### config.mk
export PLATFORM = sky130hd
export DESIGN_NAME = serial_compare_ctrl
export DESIGN_NICKNAME = d
export VERILOG_FILES = /design/src/rtl/serial_compare_ctrl.sv
export SDC_FILE = /design/constraint.sdc
export NUM_CORES = 1
export LEC_CHECK = 0
export CAP_MARGIN = 15
export CORE_ASPECT_RATIO = 1.4
export CORE_UTILIZATION = 45
export CTS_BUF_LIST = sky130_fd_sc_hd__clkbuf_8
export CTS_CLUSTER_SIZE = 12
export DETAILED_ROUTE_END_ITERATION = 8
export PLACE_DENSITY = 0.73
export SLEW_MARGIN = 15
export SYNTH_ARGS = -nofsm -noshare
export SYNTH_HDL_FRONTEND = slang
export SYNTH_SLANG_ARGS = --single-unit
### constraint.sdc
create_clock -name clk -period 3.81 [get_ports clk]
set_input_delay 0.9525 -clock clk [delete_from_list [all_inputs] [get_ports clk]]
set_output_delay 0.9525 -clock clk [all_outputs]
set_load 0.02 [all_outputs]
### src/rtl/serial_compare_ctrl.sv
// serial_compare_ctrl: compares two WIDTH-bit operands two bits per cycle,
// MSB slice first, and reports registered g/e/l plus a one-cycle done pulse.
// Optional macro SERIAL_CMP_EARLY_EXIT_EN: leave RUN at the first unequal slice.
module serial_compare_ctrl #(
  parameter int unsigned WIDTH = 8
) (
  input  logic             clk,
  input  logic             rst_n,
  input  logic             start,
  input  logic [WIDTH-1:0] a,
  input  logic [WIDTH-1:0] b,
  output logic             busy,
  output logic             done,
  output logic             g,
  output logic             e,
  output logic             l
);

  localparam int unsigned NSL = WIDTH / 2;
  localparam int unsigned IW  = (NSL > 1) ? $clog2(NSL) : 1;

  typedef enum logic [1:0] {
    IDLE = 2'd0,
    RUN  = 2'd1,
    DONE = 2'd2
  } state_t;

  state_t           state;
  state_t           state_nxt;
  logic [WIDTH-1:0] a_q;
  logic [WIDTH-1:0] b_q;
  logic [IW-1:0]    idx;
  logic             busy_nxt;
  logic             done_nxt;

  logic [1:0]       a_sl_c;
  logic [1:0]       b_sl_c;
  logic             last_c;
  logic             diff_c;
  logic             decided_c;

  // Current 2-bit slice selected by the index, plus slice status flags
  assign a_sl_c    = 2'(a_q >> {idx, 1'b0});
  assign b_sl_c    = 2'(b_q >> {idx, 1'b0});
  assign last_c    = (idx == '0);
  assign diff_c    = (a_sl_c != b_sl_c);
  assign decided_c = g | l;

  // State register
  always_ff @(posedge clk or negedge rst_n) begin
    if (!rst_n) begin
      state <= IDLE;
    end else begin
      state <= state_nxt;
    end
  end

  // Next-state logic
  always_comb begin
    state_nxt = state;
    case (state)
      IDLE: begin
        if (start) state_nxt = RUN;
      end
      RUN: begin
`ifdef SERIAL_CMP_EARLY_EXIT_EN
        if (last_c || diff_c) state_nxt = DONE;
`else
        if (last_c) state_nxt = DONE;
`endif
      end
      DONE: begin
        state_nxt = IDLE;
      end
      default: begin
        state_nxt = IDLE;
      end
    endcase
  end

  // Output decode: busy tracks RUN exactly, done trails the DONE state by a cycle
  always_comb begin
    busy_nxt = 1'b0;
    done_nxt = 1'b0;
    if (state_nxt == RUN) busy_nxt = 1'b1;
    if (state == DONE)    done_nxt = 1'b1;
  end

  // Output registers
  always_ff @(posedge clk or negedge rst_n) begin
    if (!rst_n) begin
      busy <= 1'b0;
      done <= 1'b0;
    end else begin
      busy <= busy_nxt;
      done <= done_nxt;
    end
  end

  // Operand capture, slice index and sticky first-difference verdict
  always_ff @(posedge clk or negedge rst_n) begin
    if (!rst_n) begin
      a_q <= '0;
      b_q <= '0;
      idx <= '0;
      g   <= 1'b0;
      e   <= 1'b0;
      l   <= 1'b0;
    end else begin
      case (state)
        IDLE: begin
          if (start) begin
            a_q <= a;
            b_q <= b;
            idx <= IW'(NSL - 1);
            g   <= 1'b0;
            e   <= 1'b0;
            l   <= 1'b0;
          end
        end
        RUN: begin
          if (!last_c) idx <= idx - IW'(1);
          if (!decided_c) begin
            if (a_sl_c > b_sl_c) begin
              g <= 1'b1;
            end else if (a_sl_c < b_sl_c) begin
              l <= 1'b1;
            end else if (last_c) begin
              e <= 1'b1;
            end
          end
        end
        default: begin
        end
      endcase
    end
  end

endmodule

**Yosys cells after proc, flatten, opt, wreduce, memory -nomap -nowiden**

Cells that the tools add are included.
Widths: inputs -> output; s select.

- Add/sub/neg operators: 1
- $lt $le $gt $ge: 2
- Equality and inequality tests: 11
- Shift operators: 2
- Muxes and demuxes: 21
- Bitwise operators: 1
- Reductions and logical operators: 8

Operator list:

| operator | count |
|---|---|
| $ne 2x2->1 const B | 8 |
| $shr 8x3->2 | 2 |
| $mux 1 | 12 |
| $mux 2 | 4 |
| $pmux 2 s2 | 2 |
| $pmux 1 s2 | 3 |
| $reduce_and 6->1 | 1 |
| $reduce_and 5->1 | 1 |
| $eq 2x1->1 const B | 2 |
| $logic_not 2->1 | 2 |
| $reduce_and 4->1 | 1 |
| $reduce_and 3->1 | 1 |
| $eq 2x2->1 const B | 1 |
| $gt 2x2->1 | 1 |
| $lt 2x2->1 | 1 |
| $reduce_and 2->1 | 1 |
| $reduce_bool 2->1 | 1 |
| $sub 2x1->2 const B | 1 |
| $or 1x1->1 | 1 |

- Bits in registers: 25
- Bits of input ports: 19
- Output and inout bits: 5
- Logic and storage cells: 55

**Longest topological paths before layout**

- Word-level depth: 6
- Gate-level depth with buffers: 7
- Depth with buffers taken out: 6

**Least setup slack after synthesis**

Ideal clock, no wire load.

- Path type: register to register
- Start: register idx[0]
- End: register g
- Library setup time: 77 ps
- Arrival: 1744 ps
- Data required time: 3733 ps
- Slack: 1988 ps
- Cell stages (with the launch flop): 7
- Path buffers: 1
- Clock period less this slack: 1822 ps
- Cells stage by stage: dfrtp_1 -> buf_2 -> mux4_2 -> ha_1 -> a211oi_1 -> o21ai_0 -> a21oi_1

- Longest elaborated chain between the ends: 4
- Elaborated cells on any way between the ends: 5
- Those cells by class: 1 x order compare; 1 x eq/ne; 2 x shift; 1 x reduce/logical

RTL lines:

| element | line | source |
|---|---|---|
| start, declared | 32 | `logic [IW-1:0] idx;` |
| start signal, assigned | 115 | `idx <= IW'(NSL - 1);` |
| start signal, assigned | 122 | `if (!last_c) idx <= idx - IW'(1);` |
| $shr 8x3->2, on equally long branches | 43, 44 |  |
| $gt 2x2->1 (*) | 124 | `if (a_sl_c > b_sl_c) begin` |
| $ne 2x2->1 (no line) (*) | -- |  |
| $reduce_and 4->1 (no line) (*) | -- |  |
| end signal, assigned | 106 | `g <= 1'b0;` |
| end signal, assigned | 116 | `g <= 1'b0;` |
| end signal, assigned | 125 | `g <= 1'b1;` |
| end, declared | 14 | `output logic g,` |

Every way passes the cells marked *; elsewhere a longest branch is shown, timed or not.
A chain may end at the register's enable or synchronous reset.

**Worst setup path after layout**

- Start: input start
- End: register a_q[3]

- Longest elaborated chain between the ends: 1

RTL lines:

| element | line | source |
|---|---|---|
| start, declared | 9 | `input logic start,` |
| $reduce_and 2->1 (no line) | -- |  |
| end signal, assigned | 103 | `a_q <= '0;` |
| end signal, assigned | 113 | `a_q <= a;` |
| end, declared | 30 | `logic [WIDTH-1:0] a_q;` |

Every way passes these cells.

==> insert_results.sql <==
INSERT INTO impl_metrics (metric_group, metric, value, unit) VALUES
('status', 'outcome', 'finished, final reports clean', ''),
('logic_synthesis', 'postSynth.asyncResetShare', '100', '%'),
('floorplanning', 'core_footprint', '2470', 'um^2'),
('sta', 'fin_crit_sh', '59.8', '%'),
('layout', 'fin_cells', '143', ''),
('routing', 'met2_wirelength', '1010', 'um'),
('logic_synthesis', 'postSynthCellCount', '85', ''),
('cts', 'ctsHoldBuffers', '0', ''),
('logic_synthesis', 'synth-edff-count', '0', ''),
('worst_setup_path', 'critical_path_class', 'in2reg', ''),
('worst_setup_path', 'cp_launch_type', 'input port', ''),
('logic_synthesis', 'synth_top_cells_by_area', 'sky130_fd_sc_hd__dfrtp_1, sky130_fd_sc_hd__mux2_4, sky130_fd_sc_hd__mux4_2, sky130_fd_sc_hd__mux2_2, sky130_fd_sc_hd__ha_1', ''),
('routing', 'route.detailed.vias_per_inst', '5.17', ''),
('logic_synthesis', 'syn-num-nets', '107', ''),
('pwr', 'total_leakage_power', '0.644', 'nW'),
('logic_synthesis', 'synth-warning-count', '0', ''),
('grt', 'pin_count_of_the_biggest_net_entering_global_routing', '26', ''),
('floorplanning', 'std_cell_rows', '21', ''),
('placed_design', 'placedCellCount', '139', ''),
('run', 'drv_cap', '0', ''),
('grt', 'grt_first_pass_wirelength', '3580', 'um'),
('logic_synthesis', 'syn_area', '1200', 'um^2'),
('grt', 'grt_antenna_before_repair', '0', ''),
('grt', 'globalRouteTotalUtil', '16.8', '%'),
('floorplanning', 'initial_cell_density_of_the_core', '48.6', '%'),
('sta', 'final-setup-viol-count', '0', ''),
('cts', 'clk_pin_slew_worst_paths', '0.09', 'ns'),
('floorplanning', 'dieHeight', '63.1', 'um'),
('routing', 'routed-via-count', '740', ''),
('floorplanning', 'fp.dieArea', '2880', 'um^2'),
('sta', 'worst_case_setup_margin_in_the_final_layout', '1.53', 'ns'),
('worst_setup_path', 'data_arrival_at_the_endpoint_of_the_critical_path', '2.43', 'ns'),
('sta', 'max_freq', '0.439', 'GHz'),
('worst_setup_path', 'worst_path_max_delay_cell', 'sky130_fd_sc_hd__clkdlybuf4s50_1', ''),
('sta', 'fin_worst_skew', '0.00274', 'ns'),
('routing', '1st_iter_drt_viols', '17', ''),
('logic_synthesis', 'synth.top_cell.area_share', '52.1', '%'),
('worst_setup_path', 'ff2ff_path_depth', '5', ''),
('sta', 'post-route-min-period', '2.28', 'ns'),
('placed_design', 'place_area', '1450', 'um^2'),
('worst_setup_path', 'critical_path_peak_fanout', '16', ''),
('cts', 'clock_insertion_delay_worst_skew', '0.27', 'ns'),
('layout', 'num-fill-cells', '215', ''),
('worst_setup_path', 'worst-path-buf-inv', '1', ''),
('cts', 'htree_num_levels', '1', ''),
('placed_design', 'portBuffers', '23', ''),
('routing', 'top_layer', 'met4', ''),
('sta', 'timing.setup.tns', '0', 'ns'),
('sta', 'tightestPinTransition', '0.569', 'ns'),
('routing', 'route.final.wire_length', '1980', 'um'),
('cts', 'post_cts.resized_instances', '0', ''),
('pwr', 'power.ir.vdd_worst', '0.000360', 'V'),
('routing', 'drc', '0', ''),
('routing', 'antenna_left', '0', ''),
('layout', 'post_route_cells_drive_above_1_share', '25.7', '%'),
('grt', 'via_count_of_the_first_global_routing_pass', '792', ''),
('logic_synthesis', 'post_synth_cell_types', '24', ''),
('routing', 'wl_met1', '874', 'um'),
('floorplanning', 'io_pins', '24', ''),
('layout', 'num_antenna_cells', '0', ''),
('pwr', 'power_density', '814', 'nW/um^2'),
('placed_design', 'hpwl_after_detailed_placement', '1440', 'um'),
('cts', 'cts_post_setup_buffers_inserted', '0', ''),
('cts', 'cts_inserted_buffers', '3', ''),
('logic_synthesis', 'yosys-top-cells-count', 'sky130_fd_sc_hd__dfrtp_1, sky130_fd_sc_hd__mux2_4, sky130_fd_sc_hd__inv_1, sky130_fd_sc_hd__mux2_2, sky130_fd_sc_hd__nor2_1', ''),
('layout', 'finalNetCount', '132', ''),
('layout', 'finalInstanceArea', '1500', 'um^2'),
('worst_setup_path', 'cp_cell_instances', 'clkdlybuf4s50_1 -> nand2b_4 -> nor2_4 -> mux2_2', ''),
('cts', 'tritoncts_clock_tree', 'built', ''),
('sta', 'rsz_0062_raised_after_global_routing', 'false', ''),
('logic_synthesis', 'ys_ff_latch', '25', '');
==> flip-flops by register name (all words and copies together) (netlist names) <==
register  count
state         2
b_q           8
g             1
done          1
l             1
idx           2
a_q           8
busy          1
e             1
==> layer usage <==
layer  GRT usage [%]  vias to the layer above
met5               0                        -
met4            8.71                        0
met3            3.15                        2
met2            26.1                       22
met1            21.6                      361
li1                -                      355
==> report_power, final <==
group	internal [mW]	total, mW	switching, mW
clock network	0.0740	0.159	0.0846
logic	0.349	0.560	0.211
registers	0.388	0.498	0.109
==> cells by family (layout without fill, tap and decap cells) <==
kind of cell             after synthesis  in the layout  synth area share, %
AO/OA/AOI/OAI                         14             14                 8.03
multiplexers                          21             21                 26.6
adder cells (fa/ha/maj)                3              3                 3.13
buffers and inverters                 10             34                 3.96
flip-flops                            25             25                 52.1
AND/OR/NAND/NOR                       12             12                 6.15
==> layout make-up <==
cell class,instances,area (um^2),share of cell area [%]
sequential,25,626,41.8
multi-input combinational,50,527,35.2
tap,34,42.5,2.85
timing repair buffer,23,225,15.1
clock inverter,1,7.51,0.502
clock buffer,3,41.3,2.76
inverter,7,26.3,1.76
==> path summary, 6_finish.rpt <==
path	startpoint	to	slack (ns)
worst max-delay path	start	a_q[3]$_DFFE_PN0P_	1.53
worst min-delay path	b_q[7]$_DFFE_PN0P_	b_q[7]$_DFFE_PN0P_	0.51
worst max register to register	idx[0]$_DFFE_PN0P_	g$_DFFE_PN0P_	1.70
worst min register to register	b_q[7]$_DFFE_PN0P_	b_q[7]$_DFFE_PN0P_	0.51
max in group asynchronous	rst_n	b_q[2]$_DFFE_PN0P_	2.80
min in group asynchronous	rst_n	busy$_DFF_PN0_	0.65
==> per-stage QoR <==
stage	total power [mW]	util [%]	hold slack, ns
3_3_place_gp	1.04	58.8	0.488
3_5_place_dp	1.07	58.8	0.492
5_1_grt	1.31	60.5	0.528
6_report	1.22	60.5	0.509
4_1_cts	1.23	60.7	0.514
2_1_floorplan	0.928	-	0.475
==> placed cells by master, fill, tap and decap left out, types with 2 or more instances in the layout <==
cell type                         instances
sky130_fd_sc_hd__dfrtp_1                 25
sky130_fd_sc_hd__clkdlybuf4s50_1         22
sky130_fd_sc_hd__mux2_4                  10
sky130_fd_sc_hd__inv_1                    7
sky130_fd_sc_hd__mux2_2                   7
sky130_fd_sc_hd__nor2_1                   5
sky130_fd_sc_hd__mux4_2                   4
sky130_fd_sc_hd__a211oi_1                 3
sky130_fd_sc_hd__o21ai_0                  3
sky130_fd_sc_hd__ha_1                     3
sky130_fd_sc_hd__clkbuf_8                 3
sky130_fd_sc_hd__a2bb2oi_1                2
sky130_fd_sc_hd__a21oi_1                  2
Note: power is estimated with default switching activity, not from simulation.
